$ cat src/rtl/arcade_input_pkg.sv
// Shared scancodes, joystick bit positions and coin shaper states for the arcade input path.
// Pure declarations; no timing or flow control.
package arcade_input_pkg;

    // Arrow keys are matched on the low 8 bits so both E0 and keypad variants work
    localparam logic [7:0] SC_UP       = 8'h75;
    localparam logic [7:0] SC_DOWN     = 8'h72;
    localparam logic [7:0] SC_LEFT     = 8'h6B;
    localparam logic [7:0] SC_RIGHT    = 8'h74;

    localparam logic [8:0] SC_SPACE    = 9'h029;
    localparam logic [8:0] SC_CTRL     = 9'h014;
    localparam logic [8:0] SC_F1       = 9'h005;
    localparam logic [8:0] SC_KEY1     = 9'h016;
    localparam logic [8:0] SC_F2       = 9'h006;
    localparam logic [8:0] SC_KEY2     = 9'h01E;
    localparam logic [8:0] SC_COIN1    = 9'h02E;
    localparam logic [8:0] SC_COIN2    = 9'h036;
    localparam logic [8:0] SC_P2_UP    = 9'h02D;
    localparam logic [8:0] SC_P2_DOWN  = 9'h02B;
    localparam logic [8:0] SC_P2_LEFT  = 9'h023;
    localparam logic [8:0] SC_P2_RIGHT = 9'h034;
    localparam logic [8:0] SC_P2_FIRE  = 9'h01C;
    localparam logic [8:0] SC_TEST     = 9'h02C;

    localparam int JOY_RIGHT  = 0;
    localparam int JOY_LEFT   = 1;
    localparam int JOY_DOWN   = 2;
    localparam int JOY_UP     = 3;
    localparam int JOY_FIRE   = 4;
    localparam int JOY_START1 = 5;
    localparam int JOY_START2 = 6;

    typedef enum logic [1:0] {
        IDLE,
        PULSE,
        GAP,
        WAIT_REL
    } coin_state_e;

    typedef struct packed {
        logic up;
        logic down;
        logic left;
        logic right;
        logic space;
        logic ctrl;
        logic f1;
        logic key1;
        logic f2;
        logic key2;
        logic coin1;
        logic coin2;
        logic p2_up;
        logic p2_down;
        logic p2_left;
        logic p2_right;
        logic p2_fire;
        logic test;
    } key_state_t;

    typedef struct packed {
        logic start;
        logic fire;
        logic left;
        logic right;
        logic up;
        logic down;
    } player_t;

    // Horz cabinet: the monitor is turned, so each direction takes its neighbour's source
    function automatic player_t rotate_player(input player_t p, input logic rot);
        player_t r;
        r = p;
        if (rot) begin
            r.up    = p.left;
            r.down  = p.right;
            r.left  = p.down;
            r.right = p.up;
        end
        return r;
    endfunction

    function automatic logic [6:0] pack_ip(input player_t p);
        return ~{p.start, p.fire, p.fire, p.left, p.right, p.up, p.down};
    endfunction

endpackage

$ cat src/rtl/coin_pulse_shaper.sv
// Turns a coin request level into one fixed-length pulse followed by an enforced quiet gap.
// Latency: pulse starts the cycle after a request rising edge; no backpressure, extra requests dropped.
module coin_pulse_shaper
    import arcade_input_pkg::*;
#(
    parameter int COIN_PULSE = 2_400_000,
    parameter int COIN_GAP   = 2_400_000
) (
    input  logic clk_sys,
    input  logic RESET_N,
    input  logic req,
    output logic coin
);

    localparam int CNT_MAX = (COIN_PULSE > COIN_GAP) ? COIN_PULSE : COIN_GAP;
    localparam int CNT_W   = (CNT_MAX > 1) ? $clog2(CNT_MAX) : 1;
    localparam logic [CNT_W-1:0] PULSE_LOAD = CNT_W'(COIN_PULSE - 1);
    localparam logic [CNT_W-1:0] GAP_LOAD   = CNT_W'(COIN_GAP - 1);

    coin_state_e      state;
    coin_state_e      state_nxt;
    logic [CNT_W-1:0] cnt;
    logic [CNT_W-1:0] cnt_nxt;
    logic             req_q;
    logic             req_rise;
    logic             cnt_zero;

    assign req_rise = req & ~req_q;
    assign cnt_zero = (cnt == '0);

    always_ff @(posedge clk_sys or negedge RESET_N) begin
        if (!RESET_N) begin
            state <= IDLE;
            cnt   <= '0;
            req_q <= 1'b0;
        end else begin
            state <= state_nxt;
            cnt   <= cnt_nxt;
            req_q <= req;
        end
    end

    always_comb begin
        state_nxt = state;
        cnt_nxt   = cnt_zero ? cnt : cnt - CNT_W'(1);
        case (state)
            IDLE: begin
                if (req_rise) begin
                    state_nxt = PULSE;
                    cnt_nxt   = PULSE_LOAD;
                end
            end
            PULSE: begin
                if (cnt_zero) begin
                    state_nxt = GAP;
                    cnt_nxt   = GAP_LOAD;
                end
            end
            GAP: begin
                if (cnt_zero) begin
                    state_nxt = req ? WAIT_REL : IDLE;
                end
            end
            WAIT_REL: begin
                if (!req) begin
                    state_nxt = IDLE;
                end
            end
            default: state_nxt = IDLE;
        endcase
    end

    assign coin = (state == PULSE);

endmodule

$ cat src/rtl/arcade_input_mapper.sv
// Maps hps_io PS/2 key events and joysticks onto active-low cabinet inputs with coin pulse shaping.
// Latency: keys 2 cycles, joystick/test 1 cycle, coin 2 cycles after request; no backpressure.
module arcade_input_mapper
    import arcade_input_pkg::*;
#(
    parameter int COIN_PULSE    = 2_400_000,
    parameter int COIN_GAP      = 2_400_000,
    parameter bit START_IS_COIN = 1'b1
) (
    input  logic        clk_sys,
    input  logic        RESET_N,
    input  logic [10:0] ps2_key,
    input  logic [15:0] joystick_0,
    input  logic [15:0] joystick_1,
    input  logic        rotate,
    input  logic        test_sw,
    output logic [6:0]  ip_1p,
    output logic [6:0]  ip_2p,
    output logic        ip_coin1,
    output logic        ip_coin2,
    output logic        ip_service
);

    logic        old_tog;
    logic        armed;
    logic        key_vld;
    logic        key_pressed;
    logic [8:0]  key_code;
    key_state_t  keys;
    key_state_t  keys_nxt;
    logic [15:0] joy;
    player_t     p1_src;
    player_t     p2_src;
    logic        coin1_req;
    logic        coin2_req;
    logic        coin1_req_r;
    logic        coin2_req_r;
    logic        joy_unused;

    // armed stays low for the first cycle so the reset value of old_tog can't fake an event
    assign key_vld     = armed & (ps2_key[10] != old_tog);
    assign key_pressed = ps2_key[9];
    assign key_code    = ps2_key[8:0];

    always_ff @(posedge clk_sys or negedge RESET_N) begin
        if (!RESET_N) begin
            old_tog <= 1'b0;
            armed   <= 1'b0;
            keys    <= '0;
        end else begin
            old_tog <= ps2_key[10];
            armed   <= 1'b1;
            keys    <= keys_nxt;
        end
    end

    always_comb begin
        keys_nxt = keys;
        if (key_vld) begin
            case (key_code[7:0])
                SC_UP:    keys_nxt.up    = key_pressed;
                SC_DOWN:  keys_nxt.down  = key_pressed;
                SC_LEFT:  keys_nxt.left  = key_pressed;
                SC_RIGHT: keys_nxt.right = key_pressed;
                default: ;
            endcase
            // Full 9-bit match rejects E0-prefixed codes for the remaining keys
            case (key_code)
                SC_SPACE:    keys_nxt.space    = key_pressed;
                SC_CTRL:     keys_nxt.ctrl     = key_pressed;
                SC_F1:       keys_nxt.f1       = key_pressed;
                SC_KEY1:     keys_nxt.key1     = key_pressed;
                SC_F2:       keys_nxt.f2       = key_pressed;
                SC_KEY2:     keys_nxt.key2     = key_pressed;
                SC_COIN1:    keys_nxt.coin1    = key_pressed;
                SC_COIN2:    keys_nxt.coin2    = key_pressed;
                SC_P2_UP:    keys_nxt.p2_up    = key_pressed;
                SC_P2_DOWN:  keys_nxt.p2_down  = key_pressed;
                SC_P2_LEFT:  keys_nxt.p2_left  = key_pressed;
                SC_P2_RIGHT: keys_nxt.p2_right = key_pressed;
                SC_P2_FIRE:  keys_nxt.p2_fire  = key_pressed;
                SC_TEST:     keys_nxt.test     = key_pressed;
                default: ;
            endcase
        end
    end

    assign joy        = joystick_0 | joystick_1;
    assign joy_unused = ^joy[15:7];

    always_comb begin
        p1_src.up    = keys.up    | joy[JOY_UP];
        p1_src.down  = keys.down  | joy[JOY_DOWN];
        p1_src.left  = keys.left  | joy[JOY_LEFT];
        p1_src.right = keys.right | joy[JOY_RIGHT];
        p1_src.fire  = keys.space | keys.ctrl | joy[JOY_FIRE];
        p1_src.start = keys.f1 | keys.key1 | joy[JOY_START1];

        p2_src.up    = keys.p2_up    | joy[JOY_UP];
        p2_src.down  = keys.p2_down  | joy[JOY_DOWN];
        p2_src.left  = keys.p2_left  | joy[JOY_LEFT];
        p2_src.right = keys.p2_right | joy[JOY_RIGHT];
        p2_src.fire  = keys.p2_fire  | joy[JOY_FIRE];
        p2_src.start = keys.f2 | keys.key2 | joy[JOY_START2];
    end

    assign coin1_req = keys.coin1 | (START_IS_COIN & (p1_src.start | p2_src.start));
    assign coin2_req = keys.coin2;

    // The request register aligns coin timing with the player output stage
    always_ff @(posedge clk_sys or negedge RESET_N) begin
        if (!RESET_N) begin
            ip_1p       <= 7'h7F;
            ip_2p       <= 7'h7F;
            ip_service  <= 1'b1;
            coin1_req_r <= 1'b0;
            coin2_req_r <= 1'b0;
        end else begin
            ip_1p       <= pack_ip(rotate_player(p1_src, rotate));
            ip_2p       <= pack_ip(rotate_player(p2_src, rotate));
            ip_service  <= ~(test_sw | keys.test);
            coin1_req_r <= coin1_req;
            coin2_req_r <= coin2_req;
        end
    end

    coin_pulse_shaper #(
        .COIN_PULSE (COIN_PULSE),
        .COIN_GAP   (COIN_GAP)
    ) u_coin1 (
        .clk_sys (clk_sys),
        .RESET_N (RESET_N),
        .req     (coin1_req_r),
        .coin    (ip_coin1)
    );

    coin_pulse_shaper #(
        .COIN_PULSE (COIN_PULSE),
        .COIN_GAP   (COIN_GAP)
    ) u_coin2 (
        .clk_sys (clk_sys),
        .RESET_N (RESET_N),
        .req     (coin2_req_r),
        .coin    (ip_coin2)
    );

endmodule

$ cat config.mk
export PLATFORM = sky130hd
export DESIGN_NAME = arcade_input_mapper
export DESIGN_NICKNAME = d
export VERILOG_FILES = /design/src/rtl/arcade_input_pkg.sv /design/src/rtl/coin_pulse_shaper.sv /design/src/rtl/arcade_input_mapper.sv
export SDC_FILE = /design/constraint.sdc
export NUM_CORES = 1
export LEC_CHECK = 0
export CAP_MARGIN = 0
export CELL_PAD_IN_SITES_DETAIL_PLACEMENT = 2
export CELL_PAD_IN_SITES_GLOBAL_PLACEMENT = 2
export CORE_ASPECT_RATIO = 1.4
export CORE_UTILIZATION = 35
export DETAILED_ROUTE_END_ITERATION = 10
export HOLD_SLACK_MARGIN = 0.06
export MAX_ROUTING_LAYER = met4
export PLACE_DENSITY = 0.82
export SLEW_MARGIN = 20
export SYNTH_ARGS = -nofsm -noshare
export SYNTH_HDL_FRONTEND = slang
export SYNTH_SLANG_ARGS = --single-unit
$ cat constraint.sdc
create_clock -name clk_sys -period 3.4 [get_ports clk_sys]
set_input_delay 0.34 -clock clk_sys [delete_from_list [all_inputs] [get_ports clk_sys]]
set_output_delay 0.34 -clock clk_sys [all_outputs]
set_load 0.02 [all_outputs]
==> results.py, run 1 <==
metrics = {
    "detailed_routing": {
        "antenna_left": 0,
        "drt-wirelength-per-cell_um": 19.4,
        "viasPerCell": 5.58,
        "vias": 3317,
        "dr.first_iter.drc_count": 78,
        "postRouteWirelength_um": 11500,
        "firstDrtPassIters": 4,
        "drc": 0,
    },
    "die": {
        "core_um2": 11800,
        "rows": 47,
        "start_util_pct": 35.8,
        "pin_count": 64,
        "dieArea_um2": 12500,
        "die_w_um": 95.0,
        "die_y_um": 132,
    },
    "global_route": {
        "antenna_found_initial": 0,
        "grt_max_degree": 53,
        "grt_pass1_vias": 3918,
        "grt_use_total_pct": 21.2,
        "grt-ovfl-total": 0,
        "grt_first_pass_wirelength_um": 19700,
    },
    "cells_and_area": {
        "layout-drive-gt1-share_pct": 17.2,
        "fill_cells": 1203,
        "final_util_pct": 43.1,
        "syn_to_final_growth_pct": 20.4,
        "multi_input_area_um2": 1950,
        "n_antenna_cell": 0,
        "final_nets": 495,
        "seq_area_um2": 2140,
    },
    "sta": {
        "hold_slack_ps": 42.2,
        "max_freq_mhz": 366,
        "fin_crit_sh_pct": 80.3,
        "setup_violations": 0,
        "layout_min_cycle_time_ps": 2730,
        "relSlewSlack_pct": 49.9,
        "fin_skew_ps": 8.39,
        "slew_violations": 0,
        "tightest_slew_ps": 744,
        "final-hold-violation-count": 0,
        "grt_setup_unrepaired": "no",
        "finalSetupTns_ps": 0,
    },
    "setup_path": {
        "cp_max_fo": 20,
        "arrival_ps": 2960,
        "endpoint_kind": "flop",
        "cp.required_ps": 3630,
        "cp-start-kind": "flop",
        "worstSetupPathType": "flop to flop",
    },
    "synth": {
        "synth_top_area_share_pct": 42.6,
        "yosys-top-cells-area": "dfrtp_1 43%, dfstp_2 8.1%, mux2_2 6.9%",
        "synth_area_um2": 4230,
        "netlist-cell-type-count": 50,
        "synth-seq-cells": 85,
        "synth_largest_area_cell": "dfrtp_1",
        "synth_edf_count": 0,
        "synth-main-ff-cell": "dfrtp_1",
        "synth_cells": 399,
        "ys_seq_area_share_pct": 50.6,
        "synth_common_cells": "72 x dfrtp_1, 27 x nor3_1, 26 x mux2_2",
        "yosysMostFrequentCell": "dfrtp_1",
        "synth_nets": 452,
        "synth-warning-count": 0,
        "synth.avg_cell_area_um2": 10.6,
        "synthArstFlopShare_pct": 100,
    },
    "placed_design": {
        "gp_congestion": 0.833,
        "portBuffers": 45,
        "dpl.hpwl_um": 8200,
    },
    "clock_network": {
        "cts_max_level": 3,
        "cts_resized": 0,
        "post-cts-setup-buffers": 0,
        "numCtsBuffers": 9,
        "holdBufCountCts": 0,
        "cts_buffer_depth": 2,
        "cts_sinks": 85,
        "clkLatencyLatePin_ps": 350,
        "cts_tree": "yes",
        "path_clk_slew_ps": 70,
        "cts_root_buf": "clkbuf_16",
    },
    "pwr": {
        "power.density_nw_per_um2": 620,
        "leakage_nw": 2.05,
        "ir_drop_mv": 0.247,
    },
    "min_path": {
        "min_path_type": "input port to asynchronous set/reset pin",
    },
    "status": {
        "outcome": "finished clean",
    },
    "job": {
        "max_cap_violations": 0,
    },
}
==> critical path, stage by stage, from the launching register on <==
cell     delay [ps]
dfrtp_1         450
or4_4           590
or4b_4          560
nor4_4          320
buf_4           300
nor3_1          110
a211o_1         290
==> through the flow <==
step	worst slack, ps	cells	area, µm²	power, mW
after CTS	638	594	5100	3.21
final	671	594	5100	3.16
after detailed placement	690	578	4800	2.16
after floorplan	875	399	4230	1.89
after global placement	775	578	4800	2.08
after global routing	450	594	5100	3.34
==> logic make-up after synthesis <==
family	Yosys count	share of synthesized area (%)
AO/OA/AOI/OAI	49	8.19
XOR/XNOR	18	3.72
adder cells (fa/ha/maj)	6	1.77
buffers and inverters	28	3.37
flip-flops	85	50.6
multiplexers	26	6.91
other	1	0.0886
AND/OR/NAND/NOR	186	25.3
==> sequential cells by signal (all words and copies together) (netlist names) <==
signal,cells
armed,1
coin1_req_r,1
coin2_req,1
coin2_req_r,1
ip_1p,6
ip_2p,6
ip_service,1
keys,17
old_tog,1
u_coin1.cnt,22
u_coin1.req_q,1
u_coin1.state,2
u_coin2.cnt,22
u_coin2.req_q,1
u_coin2.state,2
==> report_power, final <==
group / internal [mW] / switching (mW) / total [mW]
clock network: 0.576 / 0.434 / 1.01
logic: 0.335 / 0.402 / 0.737
registers: 1.22 / 0.197 / 1.41
==> path summary, 6_finish.rpt <==
kind / start / end / slack, ps / depth (start not counted)
setup / recovery: u_coin2.cnt[14] / u_coin2.cnt[3] / 670 / 6
setup reg to reg: u_coin2.cnt[14] / u_coin2.cnt[3] / 670 / 6
max in group asynchronous: RESET_N / ip_2p[1] / 2540 / 2
hold reg to reg: coin2_req / coin2_req_r / 380 / 0
hold / removal: RESET_N / u_coin2.cnt[20] / 40 / 1
min in group clk_sys: coin2_req / coin2_req_r / 380 / 0
==> metal layers <==
| metal | GRT usage (%) | vias to the layer above | wire [µm] |
|---|---|---|---|
| met3 | 3.29 | 16 | 221 |
| met4 | 7.74 | 0 | 210 |
| met1 | 22.5 | 1714 | 4470 |
| met2 | 38.6 | 44 | 6630 |
| met5 | - | - | 0 |
| li1 | - | 1543 | - |
==> cells in the final DEF (no fill, tap or decap), drive strengths merged, types with 7 or more instances in the layout <==
cell type / Yosys / final
and2: 8 / 8
clkdlybuf4s50: 0 / 44
nor2: 20 / 20
nand3: 21 / 21
or2: 7 / 7
or4: 12 / 12
o21ai: 15 / 15
o211ai: 11 / 11
inv: 10 / 12
nand2: 25 / 25
nor4: 11 / 11
nand4: 14 / 14
dfstp: 13 / 13
mux2: 26 / 26
o31ai: 10 / 10
dfrtp: 72 / 72
or3: 11 / 11
nor3: 27 / 27
xor2: 12 / 12
clkbuf: 12 / 10
==> cell type report <==
type                       instances  area share [%]
sequential                        85            42.0
multi-input combinational        286            38.2
timing repair buffer              50            9.52
clock buffer                      10            4.49
tap                              147            3.61
clock inverter                     6            1.40
inverter                          10           0.736
No activity file was read; power rests on OpenSTA's default activity.
==> run 2: changes to the inputs <==
--- a/config.mk
+++ b/config.mk
@@ -9,11 +9,11 @@
 export CELL_PAD_IN_SITES_DETAIL_PLACEMENT = 2
 export CELL_PAD_IN_SITES_GLOBAL_PLACEMENT = 2
 export CORE_ASPECT_RATIO = 1.4
-export CORE_UTILIZATION = 35
+export CORE_UTILIZATION = 31
 export DETAILED_ROUTE_END_ITERATION = 10
 export HOLD_SLACK_MARGIN = 0.06
 export MAX_ROUTING_LAYER = met4
-export PLACE_DENSITY = 0.82
+export PLACE_DENSITY = 0.77
 export SLEW_MARGIN = 20
 export SYNTH_ARGS = -nofsm -noshare
 export SYNTH_HDL_FRONTEND = slang
==> constraint.sdc (replaced) <==
create_clock -name clk_sys -period 2.4 [get_ports clk_sys]
set_input_delay 0.24 -clock clk_sys [delete_from_list [all_inputs] [get_ports clk_sys]]
set_output_delay 0.24 -clock clk_sys [all_outputs]
set_load 0.02 [all_outputs]
==> run 2 against run 1 <==
Effect of this change:
- the flow now finishes with violations (setup timing)
- combinational power up 80%
- core utilization shrank 1.2 points
- worst hold slack better by 340 ps
- global-route usage down 2.4 points
- sequential power up 42%
- sequential share of layout area down 3.7 points
- final cell count grew 12%
- design area is 9.7% higher
- flip-flop and latch count unchanged
- wire length up 11%
- setup slack got worse by 820 ps
- via count increased by 5.5%
- critical path type unchanged
- largest power group unchanged
==> results.py, run 2 (synthesis results as in run 1) <==
metrics = {
    "min_path": {
        "min_path_type": "flop to flop",
    },
    "cells_and_area": {
        "syn_to_final_growth_pct": 32.1,
        "layout_top_registers": "u_coin1.cnt (22), u_coin2.cnt (22), keys (17)",
        "fill_cells": 1407,
        "layout-drive-gt1-share_pct": 27.8,
        "stdcell_area_um2": 5590,
        "final_nets": 530,
        "layout.cells.non_filler": 664,
        "n_antenna_cell": 0,
        "final_cell_mix": "72 x dfrtp_1, 44 x clkdlybuf4s50_1, 31 x buf_4",
        "mostFrequentLayoutCell": "dfrtp_1",
    },
    "placed_design": {
        "gp_congestion": 0.764,
        "portBuffers": 45,
        "placed_area_um2": 5030,
        "dpl.hpwl_um": 8620,
        "place_inst": 637,
    },
    "detailed_routing": {
        "drc": 0,
        "vias": 3498,
        "firstDrtPassIters": 4,
        "viasPerCell": 5.27,
        "drt-wirelength-per-cell_um": 19.3,
        "dr.first_iter.drc_count": 108,
        "antenna_left": 0,
        "postRouteWirelength_um": 12800,
    },
    "sta": {
        "timing.final.ws_setup_ps": -150,
        "grt_setup_unrepaired": "yes",
        "relSlewSlack_pct": 9.58,
        "slew_violations": 0,
        "final-hold-violation-count": 0,
        "layout_min_cycle_time_ps": 2550,
        "finalSetupTns_ps": -1580,
        "max_freq_mhz": 392,
        "fin_crit_sh_pct": 106,
        "tightest_slew_ps": 1340,
        "hold_slack_ps": 378,
        "setup_violations": 24,
        "fin_skew_ps": 7.39,
    },
    "pwr": {
        "leakage_nw": 2.27,
        "ir_drop_mv": 0.295,
        "power.density_nw_per_um2": 844,
    },
    "clock_network": {
        "cts_root_buf": "clkbuf_16",
        "clkLatencyLatePin_ps": 350,
        "path_clk_slew_ps": 70,
        "cts_max_level": 3,
        "cts_buffer_depth": 2,
        "cts_tree": "yes",
        "numCtsBuffers": 9,
        "cts_sinks": 85,
    },
    "die": {
        "pin_count": 64,
        "dieArea_um2": 14100,
        "die_y_um": 140,
        "die_w_um": 101,
        "core_um2": 13300,
        "start_util_pct": 31.8,
        "rows": 50,
    },
    "setup_path": {
        "worstSetupPathType": "flop to flop",
        "arrival_ps": 2780,
        "endpoint_kind": "flop",
        "cp.required_ps": 2630,
        "cp_max_fo": 6,
        "cp-start-kind": "flop",
    },
    "job": {
        "max_cap_violations": 0,
    },
    "global_route": {
        "grt_max_degree": 51,
        "antenna_found_initial": 0,
        "grt-ovfl-total": 0,
        "grt_use_total_pct": 18.8,
        "grt_pass1_vias": 3975,
        "grt_first_pass_wirelength_um": 20100,
    },
    "status": {
        "outcome": "complete, but fails checks",
        "violations": "setup timing",
    },
}
[run 2: changes by cell type in the layout (fill, tap and decap cells not counted), moves of 3 or more]
cell	previous run	this run
a21oi_1	3	0
buf_4	6	31
buf_6	0	4
nand3_1	21	18
nand3_2	0	3
nor3_1	27	21
nor3_2	0	6
[run 2: where the power goes]
part	internal (mW)	total [mW]	switching, mW
Combinational	0.623	1.33	0.706
Clock	0.750	1.39	0.642
Sequential	1.72	2.00	0.281
[run 2: cell type report]
| cell class | count | area, µm² | share of cell area (%) |
|---|---|---|---|
| Clock buffer | 10 | 239 | 4.27 |
| Clock inverter | 6 | 56.3 | 1.01 |
| Inverter | 10 | 40.0 | 0.716 |
| Multi-Input combinational cell | 287 | 2080 | 37.2 |
| Sequential cell | 85 | 2140 | 38.3 |
| Tap cell | 182 | 228 | 4.07 |
| Timing Repair Buffer | 84 | 803 | 14.4 |
[run 2: timing repair]
action                                  in CTS  in global routing
pin swaps                                    0                  5
setup buffers                                1                  5
endpoints found under the hold margin       45                  0
hold buffers                                 1                  0
gates resized for setup                      6                 35
cloned                                       1                  3
endpoints found under the setup margin      17                 25
[run 2: worst paths after layout]
kind	from	to	slack [ps]	cells past startpoint
setup / recovery	u_coin2.cnt[17]	u_coin2.cnt[10]	-150	7
hold / removal	coin2_req	coin2_req_r	380	0
setup reg to reg	u_coin2.cnt[17]	u_coin2.cnt[10]	-150	7
hold reg to reg	coin2_req	coin2_req_r	380	0
max in group asynchronous	RESET_N	ip_1p[2]	1220	3
min in group asynchronous	RESET_N	u_coin1.cnt[12]	470	2
[run 2: worst max-delay path, cell delays in order, from the launching register on]
cell and delay (ps):
dfrtp_1 410, or4_4 570, or4b_4 550, nor4_4 220, buf_4 200, buf_8 150
nor3_2 50, a211o_1 270
[run 2: stage by stage]
| stage | power, mW | setup WS, ps | util [%] |
|---|---|---|---|
| 2_1_floorplan | 2.68 | 32.7 | - |
| 5_1_grt | 4.99 | -226 | 42.0 |
| 6_report | 4.72 | -150 | 42.0 |
| 4_1_cts | 4.64 | -15.9 | 40.4 |
| 3_3_place_gp | 3.08 | -11.6 | 37.8 |
| 3_5_place_dp | 3.19 | -92.7 | 37.8 |
[run 2: routing by layer]
layer	global-route usage [%]	up-vias	part of all wire [%]
met5	-	-	0
li1	-	1617	-
met1	20.6	1813	39
met2	34.2	47	57
met3	2.10	21	1.9
met4	7.63	0	2.2
